[config.mk]
export PLATFORM = sky130hd
export DESIGN_NAME = lsu_queued
export DESIGN_NICKNAME = d
export VERILOG_FILES = /design/src/rtl/lsu_queued_pkg.sv /design/src/rtl/lsu_queued_fifo.sv /design/src/rtl/lsu_queued.sv
export SDC_FILE = /design/constraint.sdc
export NUM_CORES = 1
export LEC_CHECK = 0
export BUFFER_PORTS_ARGS = -buffer_cell sky130_fd_sc_hd__buf_2
export CAP_MARGIN = 0
export CORE_MARGIN = 2
export CORE_UTILIZATION = 55
export CTS_CLUSTER_DIAMETER = 40
export DETAILED_ROUTE_END_ITERATION = 8
export PLACE_DENSITY = 0.77
export SYNTH_ARGS = -nofsm -noshare
export SYNTH_HDL_FRONTEND = slang
export SYNTH_SLANG_ARGS = --single-unit
export TNS_END_PERCENT = 30
[constraint.sdc]
create_clock -name clk -period 8.5 [get_ports clk]
set_input_delay 1.7 -clock clk [delete_from_list [all_inputs] [get_ports clk]]
set_output_delay 1.7 -clock clk [all_outputs]
set_load 0.01 [all_outputs]
[src/rtl/lsu_queued_pkg.sv]
// lsu_queued_pkg: shared constants for the queued load/store unit.
//   - opcode codes (OPENUM_*) and the openum_t type
//   - memCtrl direction flags (READ_FLAG / WRITE_FLAG), TRUE / FALSE, ZERO_WORD
//   - access-size codes in bytes (SIZE_B / SIZE_H / SIZE_W)
//   - sequencer state type and small opcode helpers
package lsu_queued_pkg;

    localparam int OPENUM_W = 4;
    typedef logic [OPENUM_W-1:0] openum_t;

    localparam openum_t OPENUM_NOP = 4'd0;
    localparam openum_t OPENUM_LB  = 4'd1;
    localparam openum_t OPENUM_LH  = 4'd2;
    localparam openum_t OPENUM_LW  = 4'd3;
    localparam openum_t OPENUM_LBU = 4'd4;
    localparam openum_t OPENUM_LHU = 4'd5;
    localparam openum_t OPENUM_SB  = 4'd6;
    localparam openum_t OPENUM_SH  = 4'd7;
    localparam openum_t OPENUM_SW  = 4'd8;

    localparam logic READ_FLAG  = 1'b0;
    localparam logic WRITE_FLAG = 1'b1;
    localparam logic TRUE       = 1'b1;
    localparam logic FALSE      = 1'b0;

    localparam logic [31:0] ZERO_WORD = 32'h0000_0000;

    localparam logic [2:0] SIZE_B = 3'd1;
    localparam logic [2:0] SIZE_H = 3'd2;
    localparam logic [2:0] SIZE_W = 3'd4;

    typedef enum logic {
        ST_IDLE = 1'b0,
        ST_WAIT = 1'b1
    } state_e;

    function automatic logic is_load(input openum_t op);
        return (op == OPENUM_LB) || (op == OPENUM_LH) || (op == OPENUM_LW) ||
               (op == OPENUM_LBU) || (op == OPENUM_LHU);
    endfunction

    function automatic logic [2:0] op_size(input openum_t op);
        logic [2:0] sz;
        sz = SIZE_W;
        case (op)
            OPENUM_LB, OPENUM_LBU, OPENUM_SB: sz = SIZE_B;
            OPENUM_LH, OPENUM_LHU, OPENUM_SH: sz = SIZE_H;
            default:                          sz = SIZE_W;
        endcase
        return sz;
    endfunction

endpackage

[src/rtl/lsu_queued_fifo.sv]
// lsu_req_fifo: in-order circular request buffer with a per-entry killed bit.
//   clk_i, rst_i        clock, synchronous active-high reset
//   en_i                global enable; when low nothing changes
//   push_i, push_*_i    enqueue one entry (ignored when full); killed starts at 0
//   pop_i               drop the head entry (ignored when empty)
//   kill_loads_i        mark every queued load as killed
//   head_*_o            fields of the head entry (meaningful when !empty_o)
//   empty_o             no entries
//   full_next_o         count will equal DEPTH after the coming edge
module lsu_req_fifo
    import lsu_queued_pkg::*;
#(
    parameter int DEPTH  = 4,
    parameter int ADDR_W = 32,
    parameter int DATA_W = 32,
    parameter int TAG_W  = 4
) (
    input  logic              clk_i,
    input  logic              rst_i,
    input  logic              en_i,
    input  logic              push_i,
    input  openum_t           push_op_i,
    input  logic [ADDR_W-1:0] push_addr_i,
    input  logic [DATA_W-1:0] push_data_i,
    input  logic [TAG_W-1:0]  push_tag_i,
    input  logic              pop_i,
    input  logic              kill_loads_i,
    output openum_t           head_op_o,
    output logic [ADDR_W-1:0] head_addr_o,
    output logic [DATA_W-1:0] head_data_o,
    output logic [TAG_W-1:0]  head_tag_o,
    output logic              head_killed_o,
    output logic              empty_o,
    output logic              full_next_o
);
    localparam int PTR_W = $clog2(DEPTH);
    localparam int CNT_W = PTR_W + 1;

    openum_t           op_q   [DEPTH];
    logic [ADDR_W-1:0] addr_q [DEPTH];
    logic [DATA_W-1:0] data_q [DEPTH];
    logic [TAG_W-1:0]  tag_q  [DEPTH];
    logic [DEPTH-1:0]  killed_q;

    logic [PTR_W-1:0] wr_ptr_q, wr_ptr_d;
    logic [PTR_W-1:0] rd_ptr_q, rd_ptr_d;
    logic [CNT_W-1:0] count_q, count_d;
    logic             do_push, do_pop;

    always_comb begin
        do_push  = push_i && (count_q != CNT_W'(DEPTH));
        do_pop   = pop_i && (count_q != '0);
        // Pointers are PTR_W bits wide, so they wrap modulo DEPTH for free.
        wr_ptr_d = wr_ptr_q + PTR_W'(do_push);
        rd_ptr_d = rd_ptr_q + PTR_W'(do_pop);
        count_d  = count_q + CNT_W'(do_push) - CNT_W'(do_pop);
    end

    always_ff @(posedge clk_i) begin
        if (rst_i) begin
            wr_ptr_q <= '0;
            rd_ptr_q <= '0;
            count_q  <= '0;
            killed_q <= '0;
        end else if (en_i) begin
            wr_ptr_q <= wr_ptr_d;
            rd_ptr_q <= rd_ptr_d;
            count_q  <= count_d;
            if (kill_loads_i) begin
                for (int i = 0; i < DEPTH; i++) begin
                    if (is_load(op_q[i])) killed_q[i] <= 1'b1;
                end
            end
            // Written after the kill loop so a fresh entry always starts live.
            if (do_push) begin
                op_q[wr_ptr_q]     <= push_op_i;
                addr_q[wr_ptr_q]   <= push_addr_i;
                data_q[wr_ptr_q]   <= push_data_i;
                tag_q[wr_ptr_q]    <= push_tag_i;
                killed_q[wr_ptr_q] <= 1'b0;
            end
        end
    end

    assign head_op_o     = op_q[rd_ptr_q];
    assign head_addr_o   = addr_q[rd_ptr_q];
    assign head_data_o   = data_q[rd_ptr_q];
    assign head_tag_o    = tag_q[rd_ptr_q];
    assign head_killed_o = killed_q[rd_ptr_q];
    assign empty_o       = (count_q == '0);
    assign full_next_o   = (count_d == CNT_W'(DEPTH));

endmodule

[src/rtl/lsu_queued.sv]
// lsu_queued: queued, tag-aware load/store unit.
//   LSB side:     enable/openum/address/data/tag_from_LSB in, ready_signal_to_LSB out
//   rollback:     rollback_signal squashes speculative loads (queued and in flight)
//   memCtrl side: finish_flag/data_from_memctrl in; enable, read_or_write_flag,
//                 size, address, data_to_memctrl out (enable is a one-cycle pulse)
//   CDB side:     valid_signal_to_cdb (one-cycle pulse), result_to_cdb, tag_to_cdb
// rdy low freezes every register, so output pulses stretch over the stall.
module lsu_queued
    import lsu_queued_pkg::*;
#(
    parameter int DEPTH  = 4,
    parameter int ADDR_W = 32,
    parameter int DATA_W = 32,
    parameter int TAG_W  = 4
) (
    input  logic              clk,
    input  logic              rst,
    input  logic              rdy,
    input  logic              enable_signal_from_LSB,
    input  openum_t           openum_from_LSB,
    input  logic [ADDR_W-1:0] address_from_LSB,
    input  logic [DATA_W-1:0] data_from_LSB,
    input  logic [TAG_W-1:0]  tag_from_LSB,
    output logic              ready_signal_to_LSB,
    input  logic              rollback_signal,
    input  logic              finish_flag_from_memctrl,
    input  logic [DATA_W-1:0] data_from_memctrl,
    output logic              enable_signal_to_memctrl,
    output logic              read_or_write_flag_to_memctrl,
    output logic [2:0]        size_to_memctrl,
    output logic [ADDR_W-1:0] address_to_memctrl,
    output logic [DATA_W-1:0] data_to_memctrl,
    output logic              valid_signal_to_cdb,
    output logic [DATA_W-1:0] result_to_cdb,
    output logic [TAG_W-1:0]  tag_to_cdb
);
    state_e            state_q, state_d;
    openum_t           fl_op_q, fl_op_d;
    logic [TAG_W-1:0]  fl_tag_q, fl_tag_d;
    logic              drop_q, drop_d;
    logic              ready_q, ready_d;
    logic              mem_en_q, mem_en_d;
    logic              mem_we_q, mem_we_d;
    logic [2:0]        mem_size_q, mem_size_d;
    logic [ADDR_W-1:0] mem_addr_q, mem_addr_d;
    logic [DATA_W-1:0] mem_data_q, mem_data_d;
    logic              cdb_valid_q, cdb_valid_d;
    logic [DATA_W-1:0] cdb_res_q, cdb_res_d;
    logic [TAG_W-1:0]  cdb_tag_q, cdb_tag_d;

    openum_t           head_op;
    logic [ADDR_W-1:0] head_addr;
    logic [DATA_W-1:0] head_data;
    logic [TAG_W-1:0]  head_tag;
    logic              head_killed, fifo_empty, full_next;
    logic              push, pop;

    function automatic logic [DATA_W-1:0] extend(input openum_t op, input logic [DATA_W-1:0] d);
        logic [DATA_W-1:0] r;
        r = d;
        case (op)
            OPENUM_LB:  r = {{(DATA_W-8){d[7]}}, d[7:0]};
            OPENUM_LH:  r = {{(DATA_W-16){d[15]}}, d[15:0]};
            OPENUM_LBU: r = {{(DATA_W-8){1'b0}}, d[7:0]};
            OPENUM_LHU: r = {{(DATA_W-16){1'b0}}, d[15:0]};
            default:    r = d;
        endcase
        return r;
    endfunction

    // A load arriving together with rollback is already speculative-dead.
    assign push = enable_signal_from_LSB && ready_q && (openum_from_LSB != OPENUM_NOP) &&
                  !(rollback_signal && is_load(openum_from_LSB));

    lsu_req_fifo #(
        .DEPTH (DEPTH),
        .ADDR_W(ADDR_W),
        .DATA_W(DATA_W),
        .TAG_W (TAG_W)
    ) u_fifo (
        .clk_i        (clk),
        .rst_i        (rst),
        .en_i         (rdy),
        .push_i       (push),
        .push_op_i    (openum_from_LSB),
        .push_addr_i  (address_from_LSB),
        .push_data_i  (data_from_LSB),
        .push_tag_i   (tag_from_LSB),
        .pop_i        (pop),
        .kill_loads_i (rollback_signal),
        .head_op_o    (head_op),
        .head_addr_o  (head_addr),
        .head_data_o  (head_data),
        .head_tag_o   (head_tag),
        .head_killed_o(head_killed),
        .empty_o      (fifo_empty),
        .full_next_o  (full_next)
    );

    always_comb begin
        state_d     = state_q;
        fl_op_d     = fl_op_q;
        fl_tag_d    = fl_tag_q;
        drop_d      = drop_q;
        mem_en_d    = FALSE;
        mem_we_d    = mem_we_q;
        mem_size_d  = mem_size_q;
        mem_addr_d  = mem_addr_q;
        mem_data_d  = mem_data_q;
        cdb_valid_d = FALSE;
        cdb_res_d   = cdb_res_q;
        cdb_tag_d   = cdb_tag_q;
        pop         = 1'b0;
        // Registered from the next count, so ready reads 0 during reset.
        ready_d     = !full_next;

        case (state_q)
            ST_IDLE: begin
                if (!fifo_empty) begin
                    pop = 1'b1;
                    // A head load hit by this cycle's rollback is treated as killed.
                    if (!head_killed && !(rollback_signal && is_load(head_op))) begin
                        mem_en_d   = TRUE;
                        mem_we_d   = is_load(head_op) ? READ_FLAG : WRITE_FLAG;
                        mem_size_d = op_size(head_op);
                        mem_addr_d = head_addr;
                        mem_data_d = is_load(head_op) ? DATA_W'(ZERO_WORD) : head_data;
                        fl_op_d    = head_op;
                        fl_tag_d   = head_tag;
                        state_d    = ST_WAIT;
                    end
                end
            end
            ST_WAIT: begin
                if (finish_flag_from_memctrl) begin
                    state_d = ST_IDLE;
                    drop_d  = FALSE;
                    if (is_load(fl_op_q) && !drop_q && !rollback_signal) begin
                        cdb_valid_d = TRUE;
                        cdb_res_d   = extend(fl_op_q, data_from_memctrl);
                        cdb_tag_d   = fl_tag_q;
                    end
                end else if (rollback_signal && is_load(fl_op_q)) begin
                    drop_d = TRUE;
                end
            end
            default: state_d = ST_IDLE;
        endcase
    end

    always_ff @(posedge clk) begin
        if (rst) begin
            state_q     <= ST_IDLE;
            fl_op_q     <= OPENUM_NOP;
            fl_tag_q    <= '0;
            drop_q      <= FALSE;
            ready_q     <= FALSE;
            mem_en_q    <= FALSE;
            mem_we_q    <= 1'b0;
            mem_size_q  <= '0;
            mem_addr_q  <= '0;
            mem_data_q  <= '0;
            cdb_valid_q <= FALSE;
            cdb_res_q   <= '0;
            cdb_tag_q   <= '0;
        end else if (rdy) begin
            state_q     <= state_d;
            fl_op_q     <= fl_op_d;
            fl_tag_q    <= fl_tag_d;
            drop_q      <= drop_d;
            ready_q     <= ready_d;
            mem_en_q    <= mem_en_d;
            mem_we_q    <= mem_we_d;
            mem_size_q  <= mem_size_d;
            mem_addr_q  <= mem_addr_d;
            mem_data_q  <= mem_data_d;
            cdb_valid_q <= cdb_valid_d;
            cdb_res_q   <= cdb_res_d;
            cdb_tag_q   <= cdb_tag_d;
        end
    end

    assign ready_signal_to_LSB           = ready_q;
    assign enable_signal_to_memctrl      = mem_en_q;
    assign read_or_write_flag_to_memctrl = mem_we_q;
    assign size_to_memctrl               = mem_size_q;
    assign address_to_memctrl            = mem_addr_q;
    assign data_to_memctrl               = mem_data_q;
    assign valid_signal_to_cdb           = cdb_valid_q;
    assign result_to_cdb                 = cdb_res_q;
    assign tag_to_cdb                    = cdb_tag_q;

endmodule

==> out/results.ini, run 1 <==
[layout]
fill_cells=2014
mostFrequentLayoutCells=edfxtp_1, buf_2, nand2_1
final_common_cell=edfxtp_1
syn_to_final_growth_pct=19.5
drive_gt1_share_pct=32.2
fin_nets=1325

[power_and_ir_drop]
internal_power_uw=4080
p_sw_share_pct=26.4
p_leak_uw=0.00715
p_switching_uw=1460
seqPwrFrac_pct=44.1
clkPwrFrac_pct=38.0
peakVddDrop_v=0.000180
p_per_area_mw_per_mm2=292
p_comb_share_pct=17.9

[setup_path]
cp_max_fo=65
path_cells=buf_2 -> buf_4 -> inv_4 -> nand2_1 -> nor2_4 -> buf_4
crit_path_start_kind=input port
cp.buffers_inverters=4
crit_type=input port to flip-flop
crit_path_max_incr_delay_ps=740
crit_arrival_ps=4470
crit_required_ps=8660
crit_path_end_kind=flip-flop
path_delay_family=buffers and inverters
critPathSlowestCell=buf_4
cp_common_cell=buf_4

[synthesis]
synth_seq_cells=418
synth_top_cell_area_share_pct=54.5
synth_edf_count=288
synth_cell_types=49
yosys.area.top_type=edfxtp_1
syn_inst=994
synth.yosys.seq_area_share_pct=71.0
async_reset_ff_share_pct=0
synth_area_mm2=0.0159
synth_nets=1109
synth-main-ff-cell=edfxtp_1
synth_area_leaders=edfxtp_1, dfxtp_1, mux4_2
synth_warnings=0
avgSynthCellArea_um2=15.9

[cts]
clock_path_buffers=3
cts_resized=0
cts_setup_buffers=0
clock_sinks=418
clkLatencyLatePin_ps=530
cts_hold_buf=0
cts_tree=done
root_buffer=clkbuf_16
cts_buffers=48
clk_pin_slew_worst_paths_ps=60
cts.htree.levels=2

[routing]
vias_per_cell=5.62
first_iter_violations=615
drc_errors=0
dr.pass1.iters=4
vias=9202
drtAntennaViolNets=0
routed_wl_mm=32.9
routedWlPerCell_um=20.1

[sta]
final_max_slew_viol_count=0
rsz0062_at_grt=false
fin_crit_sh_pct=50.7
maxSlewHeadroom_pct=20.1
setup_tns_ps=0
post-route-min-period_ps=4310
hold_ws_ps=456
skew_ps=12.0
fmax_mhz=232
tightest_slew_ps=1200
setup_viol=0
hold_viol_final=0

[die]
dieWidth_um=174
ios=217
start_util_pct=55.5
dieArea_mm2=0.0302
std_cell_rows=62
core-area_mm2=0.0285
die_h_um=174

[grt]
overflow=0
grt_max_degree=73
grt_pass1_wl_mm=51.4
grt_usage_pct=21.7
grt_pass1_vias=9363
antenna_found_initial=7

[hold_path]
hp-class=flip-flop to flip-flop

[outcome]
outcome=complete, no violations

[placement]
dp.final_hpwl_mm=19.6
io_buffers=216
place.gp.congestion=0.850

[flow_run]
drv_cap=0

==> layout make-up <==
type                       instances  area, µm²  area share, %
tap                              384        480           2.54
timing repair buffer             230       1190           6.26
clock buffer                      62       1330           7.00
clock inverter                    26        334           1.76
antenna                            5       12.5         0.0660
inverter                          10       40.0          0.211
multi-input combinational        502       4310           22.8
sequential                       418      11300           59.4
==> cells in the mapped netlist, types with 2 or more instances <==
cell type and instances:
a2111oi_0 4, a211oi_1 11, a21oi_1 42, a311oi_1 17, and2_1 2, buf_1 3, buf_2 8, buf_4 3
buf_6 5, clkbuf_1 45, dfxtp_1 130, edfxtp_1 288, ha_1 4, inv_1 9, mux2i_1 78, mux4_2 73
nand2_1 178, nand2b_1 2, nand3_1 13, nor2_1 13, nor2b_1 2, nor3_1 11, nor3b_1 2, o2111ai_1 2
o21ai_0 15, o221a_2 4, o31a_1 2, or3_1 3, xnor2_1 5
==> final timing paths <==
kind	to	start	cells past startpoint	slack (ps)
worst max-delay path	u_fifo.addr_q[2][25]$_DFFE_PP_	rst	6	4190
worst min-delay path	address_to_memctrl[5]$_SDFFE_PP0P_	address_to_memctrl[5]$_SDFFE_PP0P_	2	460
worst max register to register	address_to_memctrl[10]$_SDFFE_PP0P_	flip-flop	5	4800
worst min register to register	address_to_memctrl[5]$_SDFFE_PP0P_	address_to_memctrl[5]$_SDFFE_PP0P_	2	460
==> sequential cells by signal, indices dropped and copies added, names as in the netlist, named ones only <==
name and cells:
u_fifo.rd_ptr_q 2, fl_op_q 4, result_to_cdb 32, data_to_memctrl 32, ready_signal_to_LSB 1, read_or_write_flag_to_memctrl 1, drop_q 1, address_to_memctrl 32
u_fifo.tag_q 16, u_fifo.killed_q 4, u_fifo.count_q 3, u_fifo.addr_q 128, enable_signal_to_memctrl 1, tag_to_cdb 4, u_fifo.data_q 128, u_fifo.op_q 16
u_fifo.wr_ptr_q 2, fl_tag_q 4, valid_signal_to_cdb 1, size_to_memctrl 3, state_q 1
==> metrics by stage <==
stage	cell area, µm²	total power, µW	utilization [%]	std cells	worst slack [ps]
after floorplan	15900	3210	-	994	570
after global placement	17300	3470	60.5	1544	3660
after detailed placement	17300	3490	60.5	1544	3590
after CTS	18900	5590	66.3	1632	4130
after global routing	18900	5770	66.4	1636	3990
final	19000	5540	66.4	1637	4190
==> layer usage <==
layer / vias to the layer above / part of all wire [%] / global-route usage, %
met1: 4596 / 40 / 27.9
li1: 4232 / - / -
met4: 4 / 2.1 / 7.25
met5: - / 0.064 / 0
met2: 315 / 51 / 37.1
met3: 55 / 6.7 / 4.65
==> power by group through the flow <==
stage,Clock [µW],Combinational (µW),Sequential (µW)
6_report,2100,995,2440
5_1_grt,2220,1080,2470
4_1_cts,2140,1010,2450
3_5_place_dp,0,996,2490
3_3_place_gp,0,977,2490
2_1_floorplan,0,777,2430
==> tightest hold or removal path, cell delays in order, from the launching register on <==
cell and delay (ps):
dfxtp_1 300, nand2_1 50, mux2i_1 60
==> kinds of logic after synthesis <==
group | Yosys count | synth area share (%)
simple gates | 231 | 6.04
mux | 151 | 15.3
xor+xnor | 6 | 0.331
buf+inv | 74 | 2.12
flops | 418 | 71.0
fa+ha+maj | 5 | 0.442
compound gates | 109 | 4.81
No activity file was read; power rests on OpenSTA's default activity.
==> run 2: changes to the inputs <==
CORE_UTILIZATION = 52   (was 55)
PLACE_DENSITY = 0.76   (was 0.77)
clock period = 3.57 ns   (was 8.5 ns; I/O delays follow)
==> out/results.ini, run 2 (synthesized netlist as in run 1, its figures left out) <==
[routing]
dr.pass1.iters=5
drc_errors=0
vias=9143
routed_wl_mm=32.7
vias_per_cell=5.54
routedWlPerCell_um=19.8
first_iter_violations=599
drtAntennaViolNets=0

[die]
ios=217
dieWidth_um=179
std_cell_rows=63
die_h_um=179
start_util_pct=53.2
core-area_mm2=0.0298
dieArea_mm2=0.0319

[power_and_ir_drop]
clkPwrFrac_pct=36.9
p_sw_share_pct=27.0
p_comb_share_pct=19.6
p_leak_uw=0.00717
p_per_area_mw_per_mm2=684
seqPwrFrac_pct=43.5
peakVddDrop_v=0.000417
p_switching_uw=3510
internal_power_uw=9520

[setup_path]
r2r_slack_ps=1020
rr_worst_depth=10
crit_type=flip-flop to flip-flop
crit_arrival_ps=3010
crit_path_max_incr_delay_ps=440
path_delay_family=adder cells
cp.buffers_inverters=1
crit_path_start_kind=flip-flop
path_cells=nor3_1 -> nor2_1 -> ha_1 -> inv_1 -> ha_1 -> fa_1 -> xnor2_1 -> xnor2_1 -> nor3_1 -> a211oi_1
critPathSlowestCell=nor3_1
crit_required_ps=4020
crit_path_end_kind=flip-flop
path_depth=10
cp_max_fo=4

[sta]
hold_viol_final=0
rsz0062_at_grt=false
setup_tns_ps=0
tightest_slew_ps=827
maxSlewHeadroom_pct=44.7
setup_viol=0
hold_ws_ps=386
post-route-min-period_ps=2550
final_max_slew_viol_count=0
fmax_mhz=391
fin_crit_sh_pct=71.5
skew_ps=17.4

[hold_path]
hold-path-cell-count=1
hp-class=input port to flip-flop

[flow_run]
drv_cap=0

[cts]
cts_resized=0
root_buffer=clkbuf_16
cts_buffers=48
cts_tree=done
cts_hold_buf=0
clkLatencyLatePin_ps=540
cts.htree.levels=2
clk_pin_slew_worst_paths_ps=60
cts_setup_buffers=0
clock_sinks=418
clock_path_buffers=3

[layout]
top_regs=u_fifo.addr_q (128), u_fifo.data_q (128)
final_common_cell=edfxtp_1
fin_nets=1333
drive_gt1_share_pct=33.1
syn_to_final_growth_pct=20.1
mostFrequentLayoutCells=edfxtp_1, buf_2, nand2_1

[grt]
antenna_found_initial=5
grt_max_degree=58
overflow=0
grt_pass1_vias=9232
grt_pass1_wl_mm=49.4
grt_usage_pct=20.3

[outcome]
outcome=complete, no violations

[placement]
place.gp.congestion=0.786
dp.final_hpwl_mm=20.0
io_buffers=216

==> run 2: metal layers <==
layer / global-route usage, % / vias to the layer above / wire length, µm
met5: 0 / - / 27
met4: 6.61 / 4 / 691
met3: 4.31 / 54 / 2170
met2: 34.8 / 307 / 16600
met1: 25.9 / 4518 / 13300
li1: - / 4260 / -
==> run 2: cell type report <==
class	instances	area [µm²]
sequential	418	11300
fill	2155	10700
multi-input combinational	502	4380
clock buffer	66	1340
timing repair buffer	238	1270
tap	390	488
clock inverter	24	259
inverter	10	40.0
antenna	3	7.51
==> run 2: worst register-to-register path, stage by stage, from the launching register on <==
cell      delay, ps
dfxtp_1         340
nor3_1          440
nor2_1          140
ha_1            300
inv_1            40
ha_1            180
fa_1            400
xnor2_1         170
xnor2_1         160
nor3_1           70
a211oi_1        230
==> run 2: path summary, 6_finish.rpt <==
kind,start,to
hold reg to reg,data_to_memctrl[6]$_SDFFE_PP0P_,data_to_memctrl[6]$_SDFFE_PP0P_
setup reg to reg,u_fifo.count_q[1]$_SDFFE_PP0P_,ready_signal_to_LSB$_SDFFE_PP0P_
hold / removal,data_from_LSB[12],u_fifo.data_q[2][12]$_DFFE_PP_
setup / recovery,u_fifo.count_q[1]$_SDFFE_PP0P_,ready_signal_to_LSB$_SDFFE_PP0P_
==> run 2: power groups by stage <==
| stage | combinational, µW | sequential, µW | clock [µW] |
|---|---|---|---|
| 5_1_grt | 2770 | 5710 | 5100 |
| 2_1_floorplan | 1860 | 5790 | 0 |
| 6_report | 2560 | 5670 | 4810 |
| 4_1_cts | 2590 | 5670 | 4910 |
| 3_5_place_dp | 2580 | 5770 | 0 |
| 3_3_place_gp | 2550 | 5760 | 0 |
==> run 2: stage by stage <==
stage	utilization [%]	cell area [µm²]	worst slack (ps)	instances	total power, µW
floorplan	-	15900	-476	994	7660
global placement	58.5	17400	727	1558	8310
detailed placement	58.5	17400	670	1558	8350
CTS	63.9	19000	989	1648	13200
global route	63.9	19000	871	1649	13600
finish	63.9	19000	1020	1651	13000
